<file path="src/rtl/mp_add_pkg.sv">
// mp_add_pkg: shared types and constants for the multi-precision add sequencer.
//   state_t  sequencer FSM state (IDLE, CHAIN)
//   LIMB_W   limb width of the carry-lookahead adder
//   idx_w()  width of a limb index for a given maximum limb count
package mp_add_pkg;

  typedef enum logic {
    IDLE  = 1'b0,
    CHAIN = 1'b1
  } state_t;

  localparam int LIMB_W = 16;

  function automatic int idx_w(input int max_limbs);
    return (max_limbs > 1) ? $clog2(max_limbs) : 1;
  endfunction

endpackage

</file>
<file path="src/rtl/mp_add_seq_cla.sv">
// cla_add16: purely combinational 16-bit carry-lookahead adder.
// Four 4-bit groups; the group carries come from a second lookahead level
// over the group generate/propagate terms.
//   a, b   addends
//   cin    carry in
//   sum    a + b + cin, modulo 2^16
//   cout   carry out of bit 15
module cla_add16 (
  input  logic [15:0] a,
  input  logic [15:0] b,
  input  logic        cin,
  output logic [15:0] sum,
  output logic        cout
);

  // Carries out of bits 0..3 of a 4-bit block, fully expanded.
  function automatic logic [3:0] la4(input logic [3:0] g4, input logic [3:0] p4,
                                     input logic ci);
    logic [3:0] co;
    co[0] = g4[0] | (p4[0] & ci);
    co[1] = g4[1] | (p4[1] & g4[0]) | (p4[1] & p4[0] & ci);
    co[2] = g4[2] | (p4[2] & g4[1]) | (p4[2] & p4[1] & g4[0])
          | (p4[2] & p4[1] & p4[0] & ci);
    co[3] = g4[3] | (p4[3] & g4[2]) | (p4[3] & p4[2] & g4[1])
          | (p4[3] & p4[2] & p4[1] & g4[0]) | (p4[3] & p4[2] & p4[1] & p4[0] & ci);
    return co;
  endfunction

  logic [15:0] g, p, c;
  logic [3:0]  gg, gp;
  logic [4:0]  cg;

  always_comb begin
    logic [3:0] t;
    t  = '0;
    g  = a & b;
    p  = a ^ b;
    gg = '0;
    gp = '0;
    c  = '0;
    for (int k = 0; k < 4; k++) begin
      t     = la4(g[4*k +: 4], p[4*k +: 4], 1'b0);
      gg[k] = t[3];
      gp[k] = &p[4*k +: 4];
    end
    cg[0]   = cin;
    cg[4:1] = la4(gg, gp, cin);
    for (int k = 0; k < 4; k++) begin
      t          = la4(g[4*k +: 4], p[4*k +: 4], cg[k]);
      c[4*k]     = cg[k];
      c[4*k + 1] = t[0];
      c[4*k + 2] = t[1];
      c[4*k + 3] = t[2];
    end
    sum  = p ^ c;
    cout = cg[4];
  end

endmodule

</file>
<file path="src/rtl/mp_add_seq.sv">
// mp_add_seq: multi-precision add sequencer in front of a 16-bit CLA.
// Takes limb pairs LSB first on a valid/ready stream, chains the carry
// between limbs, and registers each limb sum in a one-entry output stage.
//
// Optional feature: define MP_ADD_SUB_EN to enable subtraction. in_sub on the
// first limb is latched for the whole operation; B is inverted and the
// initial carry is 1, so out_cout=1 on the last limb means no borrow.
//
// Ports:
//   clk, rst_n                   clock, async active-low reset
//   in_valid/in_ready            input limb handshake
//   in_a, in_b, in_last, in_sub  limb pair, last-limb flag, subtract request
//   out_valid/out_ready          output limb handshake
//   out_sum, out_idx, out_last   limb sum, limb index (0 = LSB), final limb
//   out_cout, out_err            final carry (last limb only), overflow abort
//
// state | meaning
// IDLE  | next accepted limb is limb 0; carry in is the initial carry
// CHAIN | mid-operation; carry in is carry_q from the previous limb
module mp_add_seq
  import mp_add_pkg::*;
#(
  parameter int WIDTH     = 16,  // must equal LIMB_W
  parameter int MAX_LIMBS = 8    // >= 2
) (
  input  logic                         clk,
  input  logic                         rst_n,
  input  logic                         in_valid,
  output logic                         in_ready,
  input  logic [WIDTH-1:0]             in_a,
  input  logic [WIDTH-1:0]             in_b,
  input  logic                         in_last,
  input  logic                         in_sub,
  output logic                         out_valid,
  input  logic                         out_ready,
  output logic [WIDTH-1:0]             out_sum,
  output logic [idx_w(MAX_LIMBS)-1:0]  out_idx,
  output logic                         out_last,
  output logic                         out_cout,
  output logic                         out_err
);

  localparam int IDX_W = idx_w(MAX_LIMBS);
  localparam logic [IDX_W-1:0] CNT_MAX = IDX_W'(MAX_LIMBS - 1);

  state_t           state_q;
  logic             carry_q;
  logic [IDX_W-1:0] limb_cnt;

  logic             accept, first, force_last, is_last;
  logic             add_cin, add_cout, sub_eff;
  logic [WIDTH-1:0] add_b, add_sum;

`ifdef MP_ADD_SUB_EN
  logic sub_q;
`else
  // in_sub has no effect in an add-only build.
  logic unused_in_sub;
  assign unused_in_sub = in_sub;
`endif

  assign in_ready = !out_valid || out_ready;
  assign accept   = in_valid && in_ready;

  always_comb begin
    first = (state_q == IDLE);
`ifdef MP_ADD_SUB_EN
    sub_eff = first ? in_sub : sub_q;
`else
    sub_eff = 1'b0;
`endif
    add_b      = sub_eff ? ~in_b : in_b;
    // Subtraction starts with carry 1 (two's complement of B).
    add_cin    = first ? sub_eff : carry_q;
    // Reaching the last index without in_last aborts the operation here.
    force_last = (limb_cnt == CNT_MAX) && !in_last;
    is_last    = in_last || force_last;
  end

  cla_add16 u_cla (
    .a    (in_a),
    .b    (add_b),
    .cin  (add_cin),
    .sum  (add_sum),
    .cout (add_cout)
  );

  always_ff @(posedge clk or negedge rst_n) begin
    if (!rst_n) begin
      state_q   <= IDLE;
      carry_q   <= 1'b0;
      limb_cnt  <= '0;
      out_valid <= 1'b0;
      out_sum   <= '0;
      out_idx   <= '0;
      out_last  <= 1'b0;
      out_cout  <= 1'b0;
      out_err   <= 1'b0;
`ifdef MP_ADD_SUB_EN
      sub_q     <= 1'b0;
`endif
    end else if (accept) begin
      carry_q   <= add_cout;
      out_valid <= 1'b1;
      out_sum   <= add_sum;
      out_idx   <= limb_cnt;
      out_last  <= is_last;
      out_cout  <= is_last ? add_cout : 1'b0;
      out_err   <= force_last;
      limb_cnt  <= is_last ? '0 : limb_cnt + IDX_W'(1);
      state_q   <= is_last ? IDLE : CHAIN;
`ifdef MP_ADD_SUB_EN
      if (first) sub_q <= in_sub;
`endif
    end else if (out_ready) begin
      out_valid <= 1'b0;
    end
  end

endmodule
</file>
<file path="config.mk">
export PLATFORM = sky130hd
export DESIGN_NAME = mp_add_seq
export DESIGN_NICKNAME = d
export VERILOG_FILES = /design/src/rtl/mp_add_pkg.sv /design/src/rtl/mp_add_seq_cla.sv /design/src/rtl/mp_add_seq.sv
export SDC_FILE = /design/constraint.sdc
export NUM_CORES = 1
export LEC_CHECK = 0
export ABC_AREA = 1
export CORE_UTILIZATION = 63
export DETAILED_ROUTE_END_ITERATION = 7
export DONT_BUFFER_PORTS = 1
export GPL_TIMING_DRIVEN = 0
export PLACE_DENSITY = 0.83
export SYNTH_ARGS = -nofsm -noshare
export SYNTH_HDL_FRONTEND = slang
export SYNTH_SLANG_ARGS = --single-unit
</file>
<file path="constraint.sdc">
create_clock -name clk -period 2.3 [get_ports clk]
set_clock_uncertainty 0.2 [all_clocks]
set_input_delay 0.23 -clock clk [delete_from_list [all_inputs] [get_ports clk]]
set_output_delay 0.23 -clock clk [all_outputs]
set_load 0.02 [all_outputs]
</file>
After elaboration in Yosys (flattened, before gate mapping)
Cells that the tools add are included.
{"block": "classes", "n_addsub": 1, "n_eq_ne": 1, "n_mux": 6, "bitwise_logic": 121, "n_reduce_logical": 11}
{"op": "$and 1x1->1", "count": 72}
{"op": "$or 1x1->1", "count": 46}
{"op": "$xor 16x16->16", "count": 2}
{"op": "$and 16x16->16", "count": 1}
{"op": "$reduce_and 4->1", "count": 4}
{"op": "$mux 1", "count": 5}
{"op": "$add 3x1->3 const B", "count": 1}
{"op": "$eq 3x3->1 const B", "count": 1}
{"op": "$mux 3", "count": 1}
{"op": "$logic_and 1x1->1", "count": 2}
{"op": "$logic_not 1->1", "count": 2}
{"op": "$logic_or 1x1->1", "count": 2}
{"op": "$reduce_bool 2->1", "count": 1}
{"block": "word_totals", "reg_bits": 28, "in_bits": 38, "output_inout_bits": 24, "word_cells": 149}

Logic depth before layout (Yosys ltp)
Gate-level depths: netlist of run 1.
{"block": "logic_depth", "word_depth": 12, "ltp_mapped": 12, "ltp_nobuf": 12}

Modules after synthesis
A second synthesis of run 1 with hierarchy kept.
{"block": "hier_totals", "cells_unflattened": 257, "area_unflattened_um2": 1971.9}
{"mod": "mp_add_seq", "instances": 1, "cells_per_inst": 138, "area_each_um2": 1217.4, "seq_area_each_um2": 700.7}
{"mod": "cla_add16", "instances": 1, "cells_per_inst": 119, "area_each_um2": 754.5, "seq_area_each_um2": 0.0}

Worst setup path before layout of run 1
Ideal clock, no wire load.
{"block": "synth_timing", "kind": "in2reg", "startpoint": "input in_a[9]", "endpoint": "register out_sum[13]", "setup_time_ns": 0.136, "arrival_time_ns": 1.666, "required_time_ns": 1.964, "slack_ns": 0.299, "path_stages": 10, "n_path_buf": 0, "path_cell_list": "ha_1 nand2_1 inv_2 nand2_1 inv_1 a21oi_1 nand2_2 fa_1 xnor2_1 o21ai_0"}
{"block": "synth_between", "elab_chain_cells": 10, "word_cells_on_any_way": 19, "cone_classes": "18 x bitwise; 1 x reduce/logical"}
{"item": "from (decl)", "line": "mp_add_seq.sv:30", "text": "input logic [WIDTH-1:0] in_a,"}
{"item": "$and 16x16->16 / $xor 16x16->16 (equally long branches)", "line": "mp_add_seq_cla.sv:36, mp_add_seq_cla.sv:37"}
{"item": "$and 1x1->1, on equally long branches", "line": "mp_add_seq_cla.sv:24, mp_add_seq_cla.sv:25"}
{"item": "$or 1x1->1 / $and 1x1->1 (equally long branches)"}
{"item": "$or 1x1->1", "line": "mp_add_seq_cla.sv:25", "text": "| (p4[3] & p4[2] & p4[1] & g4[0]) | (p4[3] & p4[2] & p4[1] & p4[0] & ci);"}
{"item": "$or 1x1->1 (2 in series)", "line": "mp_add_seq_cla.sv:22", "text": "co[2] = g4[2] | (p4[2] & g4[1]) | (p4[2] & p4[1] & g4[0])"}
{"item": "$or 1x1->1 (*)", "line": "mp_add_seq_cla.sv:23", "text": "| (p4[2] & p4[1] & p4[0] & ci);"}
{"item": "$and 1x1->1 (*)", "line": "mp_add_seq_cla.sv:20", "text": "co[0] = g4[0] | (p4[0] & ci);"}
{"item": "$or 1x1->1 (*)", "line": "mp_add_seq_cla.sv:20"}
{"item": "$xor 16x16->16 (*)", "line": "mp_add_seq_cla.sv:55", "text": "sum = p ^ c;"}
{"item": "to (signal assigned)", "line": "mp_add_seq.sv:105", "text": "out_sum <= add_sum;"}
{"item": "to (decl)", "line": "mp_add_seq.sv:36", "text": "output logic [WIDTH-1:0] out_sum,"}
Every way passes the cells marked *; elsewhere a longest branch is shown, timed or not.
A chain may end at the register's enable or synchronous reset.

Worst setup path in the final report of run 1
{"block": "layout_timing", "startpoint": "register carry_q", "endpoint": "register out_sum[4]"}
{"block": "layout_between", "elab_chain_cells": 4}
{"item": "from (decl)", "line": "mp_add_seq.sv:47", "text": "logic carry_q;"}
{"item": "from (signal assigned)", "line": "mp_add_seq.sv:103", "text": "carry_q <= add_cout;"}
{"item": "$mux 1", "line": "mp_add_seq.sv:74", "text": "add_cin = first ? sub_eff : carry_q;"}
{"item": "$and 1x1->1", "line": "mp_add_seq_cla.sv:20"}
{"item": "$or 1x1->1", "line": "mp_add_seq_cla.sv:20"}
{"item": "$xor 16x16->16", "line": "mp_add_seq_cla.sv:55"}
{"item": "named net add_sum[4]", "line": "mp_add_seq.sv:52", "text": "logic [WIDTH-1:0] add_b, add_sum;"}
The timed path passes the listed nets, and every way through them passes these cells.

==> results of run 1 <==
-- layout make-up --
class                      instances  area (um^2)  share of cell area
inverter                          29          109              0.0529
clock buffer                       4         36.3              0.0176
tap                               31         38.8              0.0189
sequential                        28          701               0.341
buffer                             4         32.5              0.0158
multi-input combinational        179         1060               0.515
timing repair buffer               7         80.1              0.0389
-- through the flow --
stage                      util  hold WS (ns)  instance area [um^2]  std cells  setup WS [ns]
after floorplan               -        -0.266                  1900        240          0.299
after global placement    0.691        -0.265                  1940        271          0.188
after detailed placement  0.691        -0.265                  1940        271          0.158
after CTS                 0.732       0.00149                  2050        282         0.0595
after global routing      0.733        0.0191                  2060        282         0.0391
final                     0.733        0.0136                  2060        282          0.103
-- worst max-delay path, delay by kind of cell, from the launching register on --
family,cells,cell delay (ns)
buffers and inverters,2,0.61
adders and majority gates,1,0.45
DFF,1,0.43
and+or+nand+nor,5,0.42
-- report_power, final --
group          internal [mW]  leakage [nW]  switching [mW]
logic                  0.162         0.755           0.229
clock network         0.0968        0.0210           0.135
registers              0.600         0.348           0.187
-- timing repair --
item                                    in CTS  in global routing
hold buffers                                 7                  0
resized for setup                            0                  1
buffers inserted                             0                  0
endpoints found under the setup margin       0                  1
hold endpoints to repair                    32                  0
-- logic make-up after synthesis --
family          after synthesis  share of synthesized area
compound gates               25                     0.0731
flops                        28                      0.369
fa+ha+maj                    22                      0.161
simple gates                126                      0.295
buf+inv                      33                     0.0744
xor+xnor                      6                     0.0277
-- cells in the final DEF (no fill, tap or decap), types with 2 or more instances in the layout --
cell / netlist / layout
nand3b_1: 2 / 2
a21oi_1: 6 / 6
nand2_2: 6 / 7
a21o_1: 2 / 2
fa_1: 4 / 4
nand2_1: 82 / 81
clkbuf_4: 0 / 3
nand4_1: 2 / 2
a221oi_1: 2 / 2
dlygate4sd3_1: 0 / 6
xnor2_1: 4 / 4
clkbuf_1: 2 / 2
nor2_1: 13 / 13
o21ai_0: 13 / 13
inv_1: 27 / 27
nand3_1: 15 / 15
clkbuf_8: 1 / 2
inv_2: 2 / 2
xor2_1: 2 / 2
ha_1: 18 / 18
dfrtp_1: 28 / 28
-- registers in the layout, summed over array words and instances (netlist names) --
register,cells
carry_q,1
limb_cnt,3
out_cout,1
out_err,1
out_idx,3
out_last,1
out_sum,16
out_valid,1
state_q,1
-- metal layers --
metal,vias up,global-route usage,part of all wire
met5,-,0,0
met4,0,0.0836,0.015
met3,6,0.0207,0.052
met2,46,0.442,0.46
met1,685,0.328,0.47
li1,791,-,-
-- final timing paths --
check	from	end	slack, ns	cells after the start
max	carry_q	out_sum[4]	0.10	8
min	in_b[8]	out_sum[8]	0.01	3
max reg2reg	carry_q	out_sum[4]	0.10	8
min reg2reg	state_q	state_q	0.34	2
max in group asynchronous	rst_n	out_sum[11]	1.63	2
min in group asynchronous	rst_n	limb_cnt[2]	0.12	2
==> impl_metrics.csv, run 1 <==
group,metric,value,unit
job,cap_violations,0,
clock_tree,clk_path_buf_depth,2,
synth,async_flop_share,1.00,
clock_tree,h-tree-depth,1,
floorplan,start_util,0.677,
synth,syn-num-nets,300,
synth,ys_top_cells_by_area,"dfrtp_1, nand2_1, ha_1",
grt,grt_max_degree,29,
final_layout,final_net_count,312,
route,wl,3.69,mm
synth,yosysSeqAreaShare,0.369,
worst_setup_path,critPathArrivalTime,2.23,ns
clock_tree,cts.clk_slew.worst_paths,0.14,ns
final_layout,drive_gt1_frac,0.0797,
grt,antenna_found_initial,0,
run_status,status,"finished with violations",
worst_setup_path,path_max_fanout,6,
synth,synth_area_per_cell,7.91,um^2
clock_tree,clkLatencyLatePin,0.32,ns
worst_setup_path,cp_slowest_stage_delay,0.57,ns
floorplan,die_w,56.9,um
route,drc,12,
synth,synth-seq-cells,28,
floorplan,die_y,56.9,um
route,drtIter0Drc,62,
worst_setup_path,critPathLaunchType,"register",
power,power_density,685,nW/um^2
grt,grt_use_total,0.252,
synth,yosysTopAreaCellShare,0.369,
synth,synth-edff-count,0,
grt,grt_pass1_wl,6.44,mm
floorplan,core,2810,um^2
power,p_leak,1.12,nW
timing,slew_headroom,0.710,
timing,fin_crit_sh,0.955,
worst_setup_path,critPathRequiredTime,2.33,ns
worst_setup_path,worst-setup-path-type,"reg -> reg",
timing,slew_violations,0,
synth,yosysMostFrequentCell,"nand2_1",
placement,place_congestion,0.748,
route,ant_nets,0,
run_status,violations,"design-rule violations",
timing,finalCriticalPeriod,2.20,ns
clock_tree,cts_tree,"done",
hold_path,hp-class,"in -> reg",
floorplan,io_pins,62,
worst_setup_path,crit_top_cell,"nand2_1",
synth,ys_warn_count,0,
final_layout,fill_cells,237,
worst_setup_path,worstSetupEndpointType,"register",
power,p_total,1.41,mW
final_layout,syn_to_final_growth,8.30,%
timing,grt_setup_unrepaired,"false",
timing,setup_tns,0,ns
timing,hold_viol,0,
synth,synth_cell_types,28,
route,routed_via_density,5.42,
timing,finalSetupViolCount,0,
placement,portBuffers,0,
power,ir_worst_vdd,0.306,mV
timing,clock.fmax,0.455,GHz
synth,synthesis.area,1900,um^2
grt,overflow,0,
grt,first_global_vias,1553,
floorplan,rows,19,
timing,worst_pin_slew,0.435,ns
placement,hpwl,2.91,mm
clock_tree,root_buffer,"clkbuf_4",
synth,synth.largest_area_cell,"dfrtp_1",
final_layout,n_antenna_cell,0,
synth,synth_ff_type,"dfrtp_1",
route,firstDrtPassIters,8,
route,num_vias,1528,
clock_tree,cts_buffers,3,
worst_setup_path,cp_slowest_cell,"dlygate4sd3_1",
clock_tree,clock-sinks,28,
route,wl_per_cell,13.1,um
floorplan,die-area,3240,um^2
synth,syn_inst,240,
worst_setup_path,cp_cell_sequence,"nand2_2 > inv_1 > nand2_1 > nand3_4 > fa_1 > dlygate4sd3_1 > nand2_1 > nand2_1",
synth,synth_common_cells,"nand2_1, dfrtp_1, inv_1, ha_1, nand3_1",
Power figures use the tool's default switching activity.
==> run 2, diff against run 1 <==
--- a/config.mk
+++ b/config.mk
@@ -5,7 +5,6 @@
 export SDC_FILE = /design/constraint.sdc
 export NUM_CORES = 1
 export LEC_CHECK = 0
-export ABC_AREA = 1
 export CORE_UTILIZATION = 63
 export DETAILED_ROUTE_END_ITERATION = 7
 export DONT_BUFFER_PORTS = 1
==> impl_metrics.csv, run 2 <==
group,metric,value,unit
run_status,status,"finished clean",
clock_tree,clock-sinks,28,
placement,hpwl,3.11,mm
power,p_leak,0.950,nW
floorplan,rows,19,
clock_tree,cts_tree,"done",
power,p_total,1.41,mW
placement,portBuffers,0,
power,ir_worst_vdd,0.532,mV
clock_tree,cts.clk_slew.worst_paths,0.15,ns
job,cap_violations,0,
route,drc,0,
final_layout,mostFrequentLayoutCells,"nand2_1, dfrtp_1, ha_1",
placement,dpl_cell_area,1860,um^2
route,wl_per_cell,17.3,um
grt,antenna_found_initial,0,
timing,hold_slack,0.0169,ns
clock_tree,clkLatencyLatePin,0.33,ns
synth,ys_warn_count,0,
synth,synth_ff_type,"dfrtp_1",
synth,yosysMostFrequentCell,"nand2_1",
final_layout,drive_gt1_frac,0.0995,
timing,finalCriticalPeriod,2.08,ns
floorplan,start_util,0.661,
synth,synth.largest_area_cell,"dfrtp_1",
placement,place_congestion,0.797,
clock_tree,cts_resized,0,
worst_setup_path,critPathArrivalTime,2.09,ns
power,power_density,705,nW/um^2
synth,synth-seq-cells,28,
final_layout,multi_input_area,1060,um^2
route,num_vias,1504,
grt,grt_use_total,0.280,
final_layout,largestRegisters,"out_sum (16), limb_cnt (3), out_idx (3)",
grt,grt_max_degree,29,
timing,slew_headroom,0.674,
floorplan,die_w,55.8,um
floorplan,io_pins,62,
grt,grt_pass1_wl,6.81,mm
final_layout,final_common_cell,"nand2_1",
placement,dp.cells,230,
synth,async_flop_share,1.00,
worst_setup_path,worstSetupEndpointType,"register",
clock_tree,h-tree-depth,1,
synth,synth-edff-count,0,
clock_tree,clk_path_buf_depth,2,
final_layout,n_antenna_cell,0,
timing,grt_setup_unrepaired,"false",
route,wl,4.19,mm
timing,fin_crit_sh,0.904,
timing,setup_tns,0,ns
synth,synth_area_per_cell,9.16,um^2
final_layout,finalInstanceArea,2000,um^2
placement,pre_cts_ws,-0.124,ns
worst_setup_path,critPathRequiredTime,2.31,ns
synth,yosysSeqAreaShare,0.384,
clock_tree,ctsHoldBuffers,8,
final_layout,final_net_count,272,
grt,first_global_vias,1546,
synth,syn_inst,199,
route,routed_via_density,6.21,
final_layout,fin_cells,242,
final_layout,top_register,"out_sum",
synth,synth_common_cells,"nand2_1, dfrtp_1, ha_1, o21ai_0, a21oi_1",
clock_tree,root_buffer,"clkbuf_4",
clock_tree,cts_buffers,3,
synth,synth_cell_types,38,
worst_setup_path,path_max_fanout,5,
clock_tree,cts_setup_buffers,0,
hold_path,hp-class,"in -> reg",
grt,overflow,0,
worst_setup_path,worst-setup-path-type,"in -> reg",
floorplan,die-area,3110,um^2
final_layout,regArea,701,um^2
route,firstDrtPassIters,4,
timing,fin_ws,0.220,ns
floorplan,die_y,55.8,um
timing,clock.fmax,0.481,GHz
synth,synthesis.area,1820,um^2
floorplan,core,2760,um^2
final_layout,final_util,0.727,
final_layout,largest_reg_flops,16,
timing,worst_pin_slew,0.488,ns
worst_setup_path,critPathLaunchType,"input pin",
synth,ys_top_cells_by_area,"dfrtp_1, ha_1, nand2_1",
timing,slew_violations,0,
synth,yosysTopAreaCellShare,0.384,
final_layout,syn_to_final_growth,9.95,%
final_layout,fill_cells,222,
route,drtIter0Drc,63,
synth,syn-num-nets,259,
timing,hold_viol,0,
route,ant_nets,0,
timing,finalSetupViolCount,0,
[run 2: changes by cell type after synthesis, moves of 5 or more]
cell and delta:
o211ai_1 +5, nand2_2 -6, nand2_1 -33, nor2_1 -8, inv_1 -20, nand3_1 -8
nand2b_1 +6, buf_2 +6
[run 2: worst max-delay path, stage by stage]
cell and delay, ns:
ha_1 0.33, a21oi_1 0.31, a21oi_2 0.15, o211ai_2 0.28, nand3_1 0.15, fa_1 0.39, xnor2_1 0.15, o21ai_0 0.09
[run 2: final timing paths]
check                                 start          end  slack (ns)  depth (start not counted)
worst max-delay path                in_a[1]  out_sum[13]        0.22                          8
min in group asynchronous             rst_n   out_sum[9]        0.11                          2
worst max register to register      state_q  out_sum[13]        0.26                          7
worst min register to register  limb_cnt[2]   out_idx[2]        0.34                          2
max in group asynchronous             rst_n  limb_cnt[0]        1.63                          2
worst min-delay path                in_b[4]   out_sum[4]        0.02                          3
[run 2: final cells by class]
| class | instances | area share |
|---|---|---|
| Tap cell | 31 | 0.0194 |
| Timing Repair Buffer | 8 | 0.0449 |
| Buffer | 7 | 0.0169 |
| Multi-Input combinational cell | 157 | 0.530 |
| Inverter | 7 | 0.0131 |
| Sequential cell | 28 | 0.350 |
| Clock inverter | 1 | 0.0150 |
| Clock buffer | 3 | 0.0112 |
[run 2: routing by layer]
| layer | global-route usage | wire length (um) | part of all wire | up-vias |
|---|---|---|---|---|
| met3 | 0.0512 | 322 | 0.077 | 6 |
| li1 | - | - | - | 725 |
| met1 | 0.330 | 1640 | 0.39 | 706 |
| met4 | 0.107 | 57 | 0.014 | 0 |
| met5 | 0 | 0 | 0 | - |
| met2 | 0.504 | 2170 | 0.52 | 67 |
[run 2: cells by family (layout without fill, tap and decap cells)]
| group | Yosys count | in the layout | share of synthesized area |
|---|---|---|---|
| AND/OR/NAND/NOR | 81 | 81 | 0.204 |
| AO/OA/AOI/OAI | 48 | 48 | 0.181 |
| flip-flops | 28 | 28 | 0.384 |
| adder cells (fa/ha/maj) | 22 | 22 | 0.167 |
| buffers and inverters | 14 | 26 | 0.0329 |
| XOR/XNOR | 5 | 5 | 0.0240 |
| multiplexers | 1 | 1 | 0.00618 |
[run 2: power by group]
group	switching [mW]	internal, mW	leakage (nW)
Sequential	0.167	0.583	0.347
Combinational	0.193	0.145	0.575
Clock	0.148	0.176	0.0279
==> run 3, diff against run 2 <==
--- a/config.mk
+++ b/config.mk
@@ -9,7 +9,7 @@
 export DETAILED_ROUTE_END_ITERATION = 7
 export DONT_BUFFER_PORTS = 1
 export GPL_TIMING_DRIVEN = 0
-export PLACE_DENSITY = 0.83
+export PLACE_DENSITY_LB_ADDON = 0.15
 export SYNTH_ARGS = -nofsm -noshare
 export SYNTH_HDL_FRONTEND = slang
 export SYNTH_SLANG_ARGS = --single-unit
==> impl_metrics.csv, run 3 (synthesis results as in run 2) <==
group,metric,value,unit
grt,grt_max_degree,29,
timing,slew_headroom,0.689,
timing,finalSetupViolCount,0,
grt,first_global_vias,1570,
final_layout,drive_gt1_frac,0.0986,
worst_setup_path,cp_slowest_stage_delay,0.39,ns
worst_setup_path,critPathLaunchType,"input pin",
final_layout,fill_cells,221,
route,firstDrtPassIters,4,
floorplan,die-area,3110,um^2
floorplan,die_y,55.8,um
timing,slew_violations,0,
clock_tree,cts_buffers,3,
worst_setup_path,critPathArrivalTime,2.08,ns
final_layout,final_common_cell,"nand2_1",
placement,dp.cells,230,
timing,hold_viol,0,
route,num_vias,1526,
clock_tree,h-tree-depth,1,
final_layout,n_antenna_cell,0,
hold_path,hp-class,"in -> reg",
route,routed_via_density,6.25,
clock_tree,clk_path_buf_depth,2,
route,wl_per_cell,16.3,um
clock_tree,clock-sinks,28,
power,pwr-share-seq,0.534,
timing,fin_ws,0.221,ns
final_layout,final_net_count,274,
clock_tree,cts_setup_buffers,0,
final_layout,finalInstanceArea,2020,um^2
power,swShare,0.355,
placement,dpl_cell_area,1860,um^2
route,drc,0,
placement,place_congestion,0.823,
grt,grt_pass1_wl,6.71,mm
clock_tree,clkLatencyLatePin,0.32,ns
worst_setup_path,path_max_fanout,3,
final_layout,fin_cells,244,
worst_setup_path,crit_start,"in_a[1]",
power,p_total,1.41,mW
final_layout,top_register,"out_sum",
power,power_density,695,nW/um^2
worst_setup_path,r2r-start,"state_q",
floorplan,rows,19,
worst_setup_path,crit_path_end,"out_sum[5]",
final_layout,largest_reg_flops,16,
route,wl,3.97,mm
worst_setup_path,critPathRequiredTime,2.30,ns
job,cap_violations,0,
grt,grt_use_total,0.272,
timing,clock.fmax,0.481,GHz
power,p_sw,500,uW
clock_tree,cts.clk_slew.worst_paths,0.15,ns
final_layout,syn_to_final_growth,11.1,%
floorplan,die_w,55.8,um
worst_setup_path,critPathTopFamily,"compound AO/OA/AOI/OAI gates",
run_status,status,"finished clean",
worst_setup_path,path_buf_inv,0,
timing,fin_crit_sh,0.904,
power,p_int,907,uW
final_layout,mostFrequentLayoutCells,"nand2_1, dfrtp_1, ha_1",
worst_setup_path,cp.depth,8,
final_layout,largestRegisters,"out_sum (16), limb_cnt (3), out_idx (3)",
floorplan,io_pins,62,
placement,hpwl,3.02,mm
clock_tree,root_buffer,"clkbuf_4",
route,drtIter0Drc,70,
grt,antenna_found_initial,0,
worst_setup_path,worstSetupEndpointType,"register",
placement,pre_cts_ws,-0.0803,ns
route,ant_nets,0,
clock_tree,cts_tree,"done",
worst_setup_path,rrSetupSlack,0.24,ns
worst_setup_path,worst-setup-path-type,"in -> reg",
worst_setup_path,crit_top_cell,"o21ai_0",
timing,grt_setup_unrepaired,"false",
power,p_leak,0.959,nW
timing,worst_pin_slew,0.466,ns
worst_setup_path,rr_worst_depth,7,
worst_setup_path,r2r-end,"out_sum[5]",
floorplan,core,2760,um^2
timing,finalCriticalPeriod,2.08,ns
power,power_frac_clock,0.227,
placement,portBuffers,0,
power,combPwrFrac,0.239,
grt,overflow,0,
worst_setup_path,cp_cell_sequence,"ha_1 > a21oi_1 > a21boi_0 > o21ai_0 > nand2b_1 > fa_1 > xnor2_1 > o21ai_0",
timing,hold_slack,0.0432,ns
floorplan,start_util,0.661,
power,ir_worst_vdd,0.503,mV
worst_setup_path,cp_slowest_cell,"fa_1",
## run 3: what timing repair did
item,4_1_cts,5_1_grt
endpoints found under the hold margin,37,0
resized for setup,0,0
hold buffers,10,0
## run 3: layout make-up
type	count	area [um^2]	share of cell area
Timing Repair Buffer	10	110	0.0544
Inverter	7	26.3	0.0130
Tap cell	31	38.8	0.0192
Clock buffer	3	22.5	0.0111
Sequential cell	28	701	0.346
Multi-Input combinational cell	157	1060	0.525
Clock inverter	1	30.0	0.0148
Buffer	7	33.8	0.0167
## run 3: metrics by stage
stage / util / setup TNS [ns]
after floorplan: - / 0
after global placement: 0.675 / -0.0616
after detailed placement: 0.675 / -0.138
after CTS: 0.734 / 0
after global routing: 0.734 / 0
final: 0.734 / 0
## run 3: metal layers
layer	GRT usage	vias to the layer above	share of wire	wire length, um
li1	-	729	-	-
met3	0.0465	10	0.054	216
met4	0.100	0	0.020	78
met1	0.310	728	0.39	1530
met2	0.504	59	0.54	2150
met5	0	-	0	0
## run 3: worst reg2reg max path, stage by stage, from the launching register on
cell and delay (ns):
dfrtp_1 0.43, nand4_2 0.12, a21boi_0 0.14, o21ai_0 0.29
nand2b_1 0.12, fa_1 0.39, xnor2_1 0.16, o21ai_0 0.09
## run 3: how the worst min path moves through the flow
stage	start	cells past startpoint	slack (ns)	to
CTS	in_b[15]	2	0.04	out_sum[15]
finish	in_b[15]	3	0.04	out_cout
detailed placement	rst_n	0	-0.27	out_sum[3]
global route	in_b[15]	2	0.06	out_sum[15]
global placement	rst_n	0	-0.27	out_sum[3]
floorplan	rst_n	0	-0.27	carry_q
## run 3: power by group through the flow
stage | combinational, mW | clock, mW | sequential [mW]
2_1_floorplan | 0.248 | 0 | 0.742
3_3_place_gp | 0.288 | 0 | 0.757
3_5_place_dp | 0.306 | 0 | 0.762
4_1_cts | 0.337 | 0.324 | 0.751
5_1_grt | 0.385 | 0.343 | 0.762
6_report | 0.337 | 0.319 | 0.751
